==> config.mk <==
export PLATFORM = sky130hd
export DESIGN_NAME = core2avl_mm
export DESIGN_NICKNAME = d
export VERILOG_FILES = /design/src/rtl/core2avl_pkg.sv /design/src/rtl/avl_lane_align.sv /design/src/rtl/core2avl_mm.sv
export SDC_FILE = /design/constraint.sdc
export NUM_CORES = 1
export LEC_CHECK = 0
export ABC_CLOCK_PERIOD_IN_PS = 11000
export BUFFER_PORTS_ARGS = -buffer_cell sky130_fd_sc_hd__buf_2
export CORE_MARGIN = 1
export CORE_UTILIZATION = 27
export CTS_CLUSTER_DIAMETER = 40
export DETAILED_ROUTE_END_ITERATION = 12
export PLACE_DENSITY = 0.4
export SLEW_MARGIN = 20
export SYNTH_ARGS = -nofsm -noshare
export SYNTH_HDL_FRONTEND = slang
export SYNTH_HIERARCHICAL = 1
export SYNTH_SLANG_ARGS = --single-unit
==> constraint.sdc <==
create_clock -name clk -period 11 [get_ports clk]
set_input_delay 3.3 -clock clk [delete_from_list [all_inputs] [get_ports clk]]
set_output_delay 3.3 -clock clk [all_outputs]
set_load 0.02 [all_outputs]
==> src/rtl/core2avl_pkg.sv <==
`default_nettype none
// ============================================================================
// Module : core2avl_pkg
// Brief  : Shared types and encodings for the core-to-Avalon-MM bridge.
// Rev    : 1.0  initial release
// ============================================================================
package core2avl_pkg;

    typedef enum logic [2:0] {
        ST_IDLE   = 3'd0,
        ST_ISSUE0 = 3'd1,
        ST_WAIT0  = 3'd2,
        ST_ISSUE1 = 3'd3,
        ST_WAIT1  = 3'd4,
        ST_DONE   = 3'd5
    } state_t;

    localparam logic [1:0] SZ_B = 2'd0;
    localparam logic [1:0] SZ_H = 2'd1;
    localparam logic [1:0] SZ_W = 2'd2;
    localparam logic [1:0] SZ_D = 2'd3;

    localparam int MODE_UNSIGNED = 2;

    localparam logic [1:0] RW_READ  = 2'b10;
    localparam logic [1:0] RW_WRITE = 2'b01;

endpackage : core2avl_pkg
`default_nettype wire

==> src/rtl/avl_lane_align.sv <==
`default_nettype none
// ============================================================================
// Module : avl_lane_align
// Brief  : Combinational byte-lane steering: split detect, per-beat byteenable
//          and write data, and load-data extract with sign/zero extension.
// Rev    : 1.0  initial release
// ============================================================================
module avl_lane_align
    import core2avl_pkg::*;
#(
    parameter int DATA_WIDTH = 32,
    parameter int NB         = DATA_WIDTH / 8,
    parameter int OFS        = $clog2(NB)
) (
    input  logic [1:0]            i_size,
    input  logic [OFS-1:0]        i_offset,
    input  logic                  i_unsigned,
    input  logic [DATA_WIDTH-1:0] i_wdata,
    input  logic [DATA_WIDTH-1:0] i_buf0,
    input  logic [DATA_WIDTH-1:0] i_buf1,
    output logic                  o_split,
    output logic                  o_size_ok,
    output logic [NB-1:0]         o_be0,
    output logic [NB-1:0]         o_be1,
    output logic [DATA_WIDTH-1:0] o_wd0,
    output logic [DATA_WIDTH-1:0] o_wd1,
    output logic [DATA_WIDTH-1:0] o_rdata
);

    logic [3:0]              w_nbytes;
    logic [15:0]             w_base;
    logic [2*NB-1:0]         w_mask;
    logic [2*DATA_WIDTH-1:0] w_wide;
    logic [2*DATA_WIDTH-1:0] w_shr;
    logic [DATA_WIDTH-1:0]   w_low;
    logic                    w_sign;

    assign w_nbytes  = 4'd1 << i_size;
    assign w_base    = (16'd1 << w_nbytes) - 16'd1;
    assign w_mask    = w_base[2*NB-1:0] << i_offset;
    assign o_be0     = w_mask[NB-1:0];
    assign o_be1     = w_mask[2*NB-1:NB];
    assign o_split   = (5'(i_offset) + 5'(w_nbytes)) > 5'(NB);
    assign o_size_ok = 32'(i_size) <= OFS;

    assign w_wide = {{DATA_WIDTH{1'b0}}, i_wdata} << {i_offset, 3'b000};
    assign o_wd0  = w_wide[DATA_WIDTH-1:0];
    assign o_wd1  = w_wide[2*DATA_WIDTH-1:DATA_WIDTH];

    // Load path: bring the addressed bytes down to lane 0, then extend.
    assign w_shr = {i_buf1, i_buf0} >> {i_offset, 3'b000};
    assign w_low = w_shr[DATA_WIDTH-1:0];

    always_comb begin
        w_sign = 1'b0;
        case (i_size)
            SZ_B:    w_sign = w_low[7];
            SZ_H:    w_sign = w_low[15];
            SZ_W:    w_sign = w_low[31];
            default: w_sign = w_low[DATA_WIDTH-1];
        endcase
        w_sign = w_sign & ~i_unsigned;
    end

    always_comb begin
        o_rdata = '0;
        for (int i = 0; i < NB; i++) begin
            if (i < 32'(w_nbytes))
                o_rdata[8*i +: 8] = w_low[8*i +: 8];
            else
                o_rdata[8*i +: 8] = {8{w_sign}};
        end
    end

endmodule : avl_lane_align
`default_nettype wire

==> src/rtl/core2avl_mm.sv <==
`default_nettype none
// ============================================================================
// Module : core2avl_mm
// Brief  : Registered core load/store to Avalon-MM bridge with waitrequest
//          handshake, readdatavalid support and two-beat misaligned split.
// Rev    : 1.0  initial release
// ============================================================================
module core2avl_mm
    import core2avl_pkg::*;
#(
    parameter int DATA_WIDTH = 32,
    parameter int ADDR_WIDTH = 32,
    parameter int USE_RDV    = 1,
    parameter int SPLIT_EN   = 1
) (
    input  logic                    clk,
    input  logic                    reset,
    input  logic [2:0]              mode,
    input  logic [ADDR_WIDTH-1:0]   addr,
    input  logic [DATA_WIDTH-1:0]   data2write,
    input  logic [1:0]              rw,
    output logic [DATA_WIDTH-1:0]   data2read,
    output logic                    stall,
    output logic                    fault,
    input  logic [DATA_WIDTH-1:0]   readdata,
    input  logic                    readdatavalid,
    input  logic                    waitrequest,
    output logic [ADDR_WIDTH-1:0]   address,
    output logic [DATA_WIDTH-1:0]   writedata,
    output logic [DATA_WIDTH/8-1:0] byteenable,
    output logic                    read,
    output logic                    write
);

    localparam int NB  = DATA_WIDTH / 8;
    localparam int OFS = $clog2(NB);

    state_t                r_state, w_state_nxt;
    logic [2:0]            r_mode;
    logic [ADDR_WIDTH-1:0] r_addr;
    logic [DATA_WIDTH-1:0] r_wdata;
    logic [1:0]            r_rw;
    logic                  r_fault;
    logic [DATA_WIDTH-1:0] r_buf0, r_buf1;
    logic                  r_read, r_write;
    logic [ADDR_WIDTH-1:0] r_address;
    logic [NB-1:0]         r_be;
    logic [DATA_WIDTH-1:0] r_wd;

    logic [2:0]            w_sel_mode;
    logic [ADDR_WIDTH-1:0] w_sel_addr;
    logic [DATA_WIDTH-1:0] w_sel_wdata;
    logic [1:0]            w_sel_rw;
    logic [ADDR_WIDTH-1:0] w_word_addr;
    logic                  w_split, w_size_ok, w_illegal;
    logic [NB-1:0]         w_be0, w_be1;
    logic [DATA_WIDTH-1:0] w_wd0, w_wd1, w_rdata;

    logic                  w_latch, w_fault_nxt, w_cap0, w_cap1, w_adv0;
    logic                  w_read_nxt, w_write_nxt;
    logic [ADDR_WIDTH-1:0] w_address_nxt;
    logic [NB-1:0]         w_be_nxt;
    logic [DATA_WIDTH-1:0] w_wd_nxt;

    // In IDLE the live request drives the lane logic so beat 0 can be registered.
    assign w_sel_mode  = (r_state == ST_IDLE) ? mode       : r_mode;
    assign w_sel_addr  = (r_state == ST_IDLE) ? addr       : r_addr;
    assign w_sel_wdata = (r_state == ST_IDLE) ? data2write : r_wdata;
    assign w_sel_rw    = (r_state == ST_IDLE) ? rw         : r_rw;
    assign w_word_addr = {w_sel_addr[ADDR_WIDTH-1:OFS], {OFS{1'b0}}};

    avl_lane_align #(
        .DATA_WIDTH (DATA_WIDTH)
    ) u_align (
        .i_size     (w_sel_mode[1:0]),
        .i_offset   (w_sel_addr[OFS-1:0]),
        .i_unsigned (w_sel_mode[MODE_UNSIGNED]),
        .i_wdata    (w_sel_wdata),
        .i_buf0     (r_buf0),
        .i_buf1     (r_buf1),
        .o_split    (w_split),
        .o_size_ok  (w_size_ok),
        .o_be0      (w_be0),
        .o_be1      (w_be1),
        .o_wd0      (w_wd0),
        .o_wd1      (w_wd1),
        .o_rdata    (w_rdata)
    );

    assign w_illegal = (w_sel_rw == 2'b11) | ~w_size_ok | (w_split & (SPLIT_EN == 0));

    always_comb begin
        w_state_nxt   = r_state;
        w_latch       = 1'b0;
        w_fault_nxt   = r_fault;
        w_cap0        = 1'b0;
        w_cap1        = 1'b0;
        w_adv0        = 1'b0;
        w_read_nxt    = r_read;
        w_write_nxt   = r_write;
        w_address_nxt = r_address;
        w_be_nxt      = r_be;
        w_wd_nxt      = r_wd;
        case (r_state)
            ST_IDLE: begin
                if (rw != 2'b00) begin
                    w_latch = 1'b1;
                    if (w_illegal) begin
                        w_state_nxt = ST_DONE;
                        w_fault_nxt = 1'b1;
                    end else begin
                        w_state_nxt   = ST_ISSUE0;
                        w_fault_nxt   = 1'b0;
                        w_read_nxt    = rw[1];
                        w_write_nxt   = rw[0];
                        w_address_nxt = w_word_addr;
                        w_be_nxt      = w_be0;
                        w_wd_nxt      = w_wd0;
                    end
                end
            end
            ST_ISSUE0: begin
                if (!waitrequest) begin
                    w_read_nxt  = 1'b0;
                    w_write_nxt = 1'b0;
                    if (r_rw == RW_READ && USE_RDV != 0) begin
                        w_state_nxt = ST_WAIT0;
                    end else begin
                        w_cap0 = (r_rw == RW_READ);
                        w_adv0 = 1'b1;
                    end
                end
            end
            ST_WAIT0: begin
                if (readdatavalid) begin
                    w_cap0 = 1'b1;
                    w_adv0 = 1'b1;
                end
            end
            ST_ISSUE1: begin
                if (!waitrequest) begin
                    w_read_nxt  = 1'b0;
                    w_write_nxt = 1'b0;
                    if (r_rw == RW_READ && USE_RDV != 0) begin
                        w_state_nxt = ST_WAIT1;
                    end else begin
                        w_cap1      = (r_rw == RW_READ);
                        w_state_nxt = ST_DONE;
                    end
                end
            end
            ST_WAIT1: begin
                if (readdatavalid) begin
                    w_cap1      = 1'b1;
                    w_state_nxt = ST_DONE;
                end
            end
            ST_DONE: begin
                w_state_nxt = ST_IDLE;
            end
            default: begin
                w_state_nxt = ST_IDLE;
            end
        endcase

        // Beat 0 finished: either launch the second beat or complete.
        if (w_adv0) begin
            if (w_split) begin
                w_state_nxt   = ST_ISSUE1;
                w_read_nxt    = r_rw[1];
                w_write_nxt   = r_rw[0];
                w_address_nxt = w_word_addr + ADDR_WIDTH'(NB);
                w_be_nxt      = w_be1;
                w_wd_nxt      = w_wd1;
            end else begin
                w_state_nxt = ST_DONE;
            end
        end
    end

    always_ff @(posedge clk or posedge reset) begin
        if (reset) begin
            r_state   <= ST_IDLE;
            r_mode    <= '0;
            r_addr    <= '0;
            r_wdata   <= '0;
            r_rw      <= '0;
            r_fault   <= 1'b0;
            r_buf0    <= '0;
            r_buf1    <= '0;
            r_read    <= 1'b0;
            r_write   <= 1'b0;
            r_address <= '0;
            r_be      <= '0;
            r_wd      <= '0;
        end else begin
            r_state   <= w_state_nxt;
            r_fault   <= w_fault_nxt;
            r_read    <= w_read_nxt;
            r_write   <= w_write_nxt;
            r_address <= w_address_nxt;
            r_be      <= w_be_nxt;
            r_wd      <= w_wd_nxt;
            if (w_latch) begin
                r_mode  <= mode;
                r_addr  <= addr;
                r_wdata <= data2write;
                r_rw    <= rw;
            end
            if (w_cap0) r_buf0 <= readdata;
            if (w_cap1) r_buf1 <= readdata;
        end
    end

    assign read       = r_read;
    assign write      = r_write;
    assign address    = r_address;
    assign byteenable = r_be;
    assign writedata  = r_wd;
    assign fault      = (r_state == ST_DONE) & r_fault;
    assign data2read  = (r_state == ST_DONE && r_rw == RW_READ && !r_fault) ? w_rdata : '0;
    assign stall      = ~reset & ((r_state == ST_IDLE) ? (rw != 2'b00) : (r_state != ST_DONE));

endmodule : core2avl_mm
`default_nettype wire

==> results.sh, run 1 <==
export IMPL_status="finished, final reports clean"
export IMPL_yosysWarnings=6
export IMPL_clk_pin_slew_worst_paths_ns=0.07
export IMPL_final_cell_mix="283 x nand2_1, 208 x buf_2, 199 x dfrtp_1, 138 x mux2_2, 101 x nor2_1"
export IMPL_drive_gt1_share_pct=30.0
export IMPL_ios=209
export IMPL_die_area_um2=45600
export IMPL_die_w_um=214
export IMPL_antenna_found_initial=5
export IMPL_core_area_um2=44200
export IMPL_post_cts_setup_buffers=0
export IMPL_nNetsFinal=1549
export IMPL_p_comb_share_pct=57.9
export IMPL_arrival_ns=5.61
export IMPL_start_kind="input port"
export IMPL_mostFrequentLayoutCell="nand2_1"
export IMPL_cts_tree="built"
export IMPL_crit_fanout=42
export IMPL_drv_cap=0
export IMPL_post_dp_hpwl_mm=26.4
export IMPL_clock_skew_ns=0.0115
export IMPL_viasPerCell=4.93
export IMPL_slew_viol_final=0
export IMPL_clock_path_buffers=2
export IMPL_initial_utilization_pct=27.3
export IMPL_internal_power_w=0.00260
export IMPL_routabilityCongestion=0.777
export IMPL_clockPowerShare_pct=13.7
export IMPL_first_pass_iters=5
export IMPL_rsz0062_at_grt="false"
export IMPL_drc=0
export IMPL_syn_avg_cell_area_um2=9.32
export IMPL_cts_buffers=17
export IMPL_fin_hold_ws_ns=0.508
export IMPL_p_leak_nw=6.48
export IMPL_seq_power_share_pct=28.4
export IMPL_synth_cell_area_um2=12100
export IMPL_netlist_instances=1296
export IMPL_power_total_w=0.00489
export IMPL_clock_sinks=199
export IMPL_setup_viol=0
export IMPL_hold_viol_final=0
export IMPL_first_global_vias=10071
export IMPL_tns_ns=0
export IMPL_period_minus_slack_ns=8.91
export IMPL_instances_no_fill=2048
export IMPL_clk_latency_ns=0.50
export IMPL_switching_share_pct=46.9
export IMPL_critPathCaptureType="output pin"
export IMPL_period_share_pct=81.0
export IMPL_min_path_type="flop to flop"
export IMPL_overflow=0
export IMPL_grt_max_degree=131
export IMPL_switchingPower_w=0.00229
export IMPL_area_growth_pct=17.4
export IMPL_worstMarginPinSlew_ns=1.07
export IMPL_num_fill_cells=4665
export IMPL_drt_iter0_drc=666
export IMPL_cts_root_buf="clkbuf_16"
export IMPL_cts_hold_fix_buffers=0
export IMPL_grtUsageTotal_pct=17.7
export IMPL_clock_fmax_mhz=112
export IMPL_grt_first_pass_wirelength_mm=60.4
export IMPL_dp_cells=2012
export IMPL_worstPathRequired_ns=7.70
export IMPL_drt_total_wl_mm=38.7
export IMPL_drtAntennaViolNets=0
export IMPL_portBuffers=208
export IMPL_crit_type="input port to output pin"
export IMPL_die_y_um=214
export IMPL_h_tree_depth=4
export IMPL_wire_per_inst_um=18.9
export IMPL_vias=10095
export IMPL_cts_resized_gates=0
export IMPL_max_slew_margin_pct=28.1
export IMPL_p_per_area_nw_per_um2=345
export IMPL_num_rows=77
export IMPL_vdd_ir_drop_max_v=0.000216
[path summary, 6_finish.rpt]
kind	start	slack, ns	cells after the start	to
max	addr[0]	2.09	9	data2read[29]
min	r_buf1[23]	0.51	1	r_buf1[23]
max reg2reg	r_state[0]	4.96	16	address[28]
min reg2reg	r_buf1[23]	0.51	1	r_buf1[23]
max in group asynchronous	reset	6.79	3	r_buf0[5]
min in group asynchronous	reset	2.84	2	r_buf1[6]
[flip-flops by register name (all words and copies together), names as in the netlist]
register,cells
byteenable,4
read,1
r_fault,1
r_rw,2
r_state,3
r_mode,3
r_buf0,32
r_buf1,24
r_wdata,32
write,1
writedata,32
r_addr,32
address,32
[power groups by stage]
stage	Combinational [W]	Clock [W]	Sequential (W)
after detailed placement	0.00286	0	0.00141
after floorplan	0.00204	0	0.00145
after CTS	0.00287	0.000700	0.00139
final	0.00283	0.000668	0.00139
after global placement	0.00285	0	0.00140
after global routing	0.00316	0.000725	0.00145
[per-layer routing]
layer / GRT usage (%) / share of wire [%] / vias up
met5: 0 / 0.057 / -
met4: 5.47 / 1.9 / 4
met3: 4.69 / 4.4 / 44
met2: 26.7 / 46 / 186
met1: 24.5 / 48 / 5028
li1: - / - / 4833
[critical path, cell delays in order]
cell and delay (ns):
buf_2 0.09, nand2_1 0.07, nand2_4 0.52, mux2i_1 0.31, mux2i_1 0.13, o221ai_2 0.68, nand2_1 0.13, and2_1 0.19
buf_2 0.15
[per-stage QoR]
stage | cell area [µm²] | worst slack (ns) | utilization, %
floorplan | 12100 | 2.27 | -
global placement | 13600 | 2.16 | 30.7
detailed placement | 13600 | 2.08 | 30.7
CTS | 14100 | 2.07 | 32.0
global route | 14200 | 1.81 | 32.1
finish | 14200 | 2.09 | 32.1
[layout make-up]
| cell class | instances | area (µm²) | area share [%] |
|---|---|---|---|
| sequential | 199 | 4980 | 35.1 |
| inverter | 14 | 60.1 | 0.423 |
| timing repair buffer | 223 | 1170 | 8.28 |
| tap | 592 | 741 | 5.22 |
| antenna | 3 | 7.51 | 0.0529 |
| multi-input combinational | 985 | 6630 | 46.7 |
| clock buffer | 18 | 439 | 3.10 |
| clock inverter | 14 | 154 | 1.09 |
Power figures use the tool's default switching activity.
==> run 2: changes to the inputs <==
--- a/config.mk
+++ b/config.mk
@@ -5,7 +5,7 @@
 export SDC_FILE = /design/constraint.sdc
 export NUM_CORES = 1
 export LEC_CHECK = 0
-export ABC_CLOCK_PERIOD_IN_PS = 11000
+export ABC_CLOCK_PERIOD_IN_PS = 8200
 export BUFFER_PORTS_ARGS = -buffer_cell sky130_fd_sc_hd__buf_2
 export CORE_MARGIN = 1
 export CORE_UTILIZATION = 27
==> constraint.sdc (replaced) <==
create_clock -name clk -period 8.2 [get_ports clk]
set_input_delay 2.46 -clock clk [delete_from_list [all_inputs] [get_ports clk]]
set_output_delay 2.46 -clock clk [all_outputs]
set_load 0.02 [all_outputs]
==> results.sh, run 2 (same netlist as run 1, synthesis figures left out) <==
export IMPL_die_w_um=214
export IMPL_vias=9993
export IMPL_die_y_um=214
export IMPL_drv_cap=0
export IMPL_pre_cts_slack_ns=1.26
export IMPL_clk_pin_slew_worst_paths_ns=0.08
export IMPL_clockPowerShare_pct=13.2
export IMPL_post_dp_hpwl_mm=26.9
export IMPL_status="finished, final reports clean"
export IMPL_seq_power_share_pct=28.5
export IMPL_clock_fmax_mhz=144
export IMPL_post_cts_setup_buffers=0
export IMPL_crit_path_end="data2read[29]"
export IMPL_start_kind="input port"
export IMPL_switching_share_pct=47.1
export IMPL_ios=209
export IMPL_area_growth_pct=17.4
export IMPL_p_comb_share_pct=58.4
export IMPL_num_rows=77
export IMPL_viasPerCell=4.87
export IMPL_tns_ns=0
export IMPL_critPathCaptureType="output pin"
export IMPL_cts_root_buf="clkbuf_16"
export IMPL_clock_sinks=199
export IMPL_layout_setup_ws_ns=1.26
export IMPL_h_tree_depth=4
export IMPL_grtUsageTotal_pct=17.5
export IMPL_r2r_slack_ns=2.71
export IMPL_wire_per_inst_um=19.0
export IMPL_period_minus_slack_ns=6.94
export IMPL_arrival_ns=4.48
export IMPL_placed_cell_area_um2=13600
export IMPL_drive_gt1_share_pct=30.2
export IMPL_cts_buffers=17
export IMPL_initial_utilization_pct=27.3
export IMPL_period_share_pct=84.7
export IMPL_grt_max_degree=89
export IMPL_portBuffers=208
export IMPL_drt_iter0_drc=534
export IMPL_vdd_ir_drop_max_v=0.000162
export IMPL_final_cell_mix="283 x nand2_1, 208 x buf_2, 199 x dfrtp_1, 138 x mux2_2, 101 x nor2_1"
export IMPL_fin_area_um2=14200
export IMPL_rsz0062_at_grt="false"
export IMPL_crit_type="input port to output pin"
export IMPL_p_per_area_nw_per_um2=462
export IMPL_worstMarginPinSlew_ns=1.04
export IMPL_critPathLaunch="addr[0]"
export IMPL_clock_path_buffers=2
export IMPL_clk_latency_ns=0.50
export IMPL_min_path_type="flop to flop"
export IMPL_worst_r2r_endpoint="writedata[8]"
export IMPL_max_slew_margin_pct=30.2
export IMPL_cts_tree="built"
export IMPL_reg2regPathDepth=16
export IMPL_nNetsFinal=1553
export IMPL_mostFrequentLayoutCell="nand2_1"
export IMPL_drc=0
export IMPL_drtAntennaViolNets=0
export IMPL_slew_viol_final=0
export IMPL_cts_resized_gates=0
export IMPL_antenna_found_initial=7
export IMPL_overflow=0
export IMPL_switchingPower_w=0.00309
export IMPL_hold_viol_final=0
export IMPL_worstPathRequired_ns=5.74
export IMPL_core_area_um2=44200
export IMPL_internal_power_w=0.00347
export IMPL_grt_first_pass_wirelength_mm=59.6
export IMPL_p_leak_nw=6.49
export IMPL_first_global_vias=9682
export IMPL_num_fill_cells=4665
export IMPL_setup_viol=0
export IMPL_clock_skew_ns=0.0146
export IMPL_routabilityCongestion=0.781
export IMPL_first_pass_iters=6
export IMPL_cts_hold_fix_buffers=0
export IMPL_worst_r2r_startpoint="r_state[2]"
export IMPL_drt_total_wl_mm=38.9
export IMPL_crit_fanout=19
export IMPL_die_area_um2=45600
export IMPL_fin_hold_ws_ns=0.504
## run 2: area by class of cell
| cell class | count | area (µm²) | share of cell area (%) |
|---|---|---|---|
| Multi-Input combinational cell | 985 | 6630 | 46.7 |
| Antenna cell | 4 | 10.0 | 0.0705 |
| Clock buffer | 18 | 439 | 3.10 |
| Inverter | 14 | 60.1 | 0.423 |
| Clock inverter | 14 | 130 | 0.917 |
| Sequential cell | 199 | 4980 | 35.1 |
| Timing Repair Buffer | 227 | 1200 | 8.43 |
| Tap cell | 592 | 741 | 5.22 |
## run 2: worst max-delay path, cell delays in order
cell and delay, ns:
buf_2 0.09, nand2_1 0.07, nand2_4 0.27, mux2_2 0.42
o221ai_2 0.69, nand2_1 0.14, and2_1 0.18, buf_2 0.15
## run 2: through the flow
step	total power [W]	utilization (%)	cells
after floorplan	0.00468	-	1303
after global placement	0.00575	30.8	2017
after detailed placement	0.00577	30.8	2017
after CTS	0.00668	32.1	2049
after global routing	0.00714	32.1	2049
final	0.00656	32.1	2053
## run 2: metal layers
| layer | routed length, µm | global-route usage [%] | part of all wire [%] | up-vias |
|---|---|---|---|---|
| met5 | 30 | 0 | 0.077 | - |
| met1 | 18600 | 23.7 | 48 | 4935 |
| li1 | - | - | - | 4851 |
| met3 | 1860 | 5.30 | 4.8 | 27 |
| met4 | 447 | 4.38 | 1.1 | 6 |
| met2 | 18000 | 27.2 | 46 | 174 |
## run 2: worst min path at each step
stage	from	endpoint	cells after the start
6_report	address[0]	address[0]	1
3_5_place_dp	r_addr[31]	r_addr[31]	1
3_3_place_gp	r_buf0[5]	r_buf0[5]	1
5_1_grt	r_buf1[20]	r_buf1[20]	1
2_1_floorplan	r_rw[0]	r_rw[0]	2
4_1_cts	address[0]	address[0]	1
## run 2: power by group through the flow
stage | logic [W] | clock network (W) | registers [W]
detailed placement | 0.00388 | 0 | 0.00189
global placement | 0.00386 | 0 | 0.00188
global route | 0.00426 | 0.000937 | 0.00194
CTS | 0.00390 | 0.000905 | 0.00187
floorplan | 0.00273 | 0 | 0.00195
finish | 0.00383 | 0.000863 | 0.00187
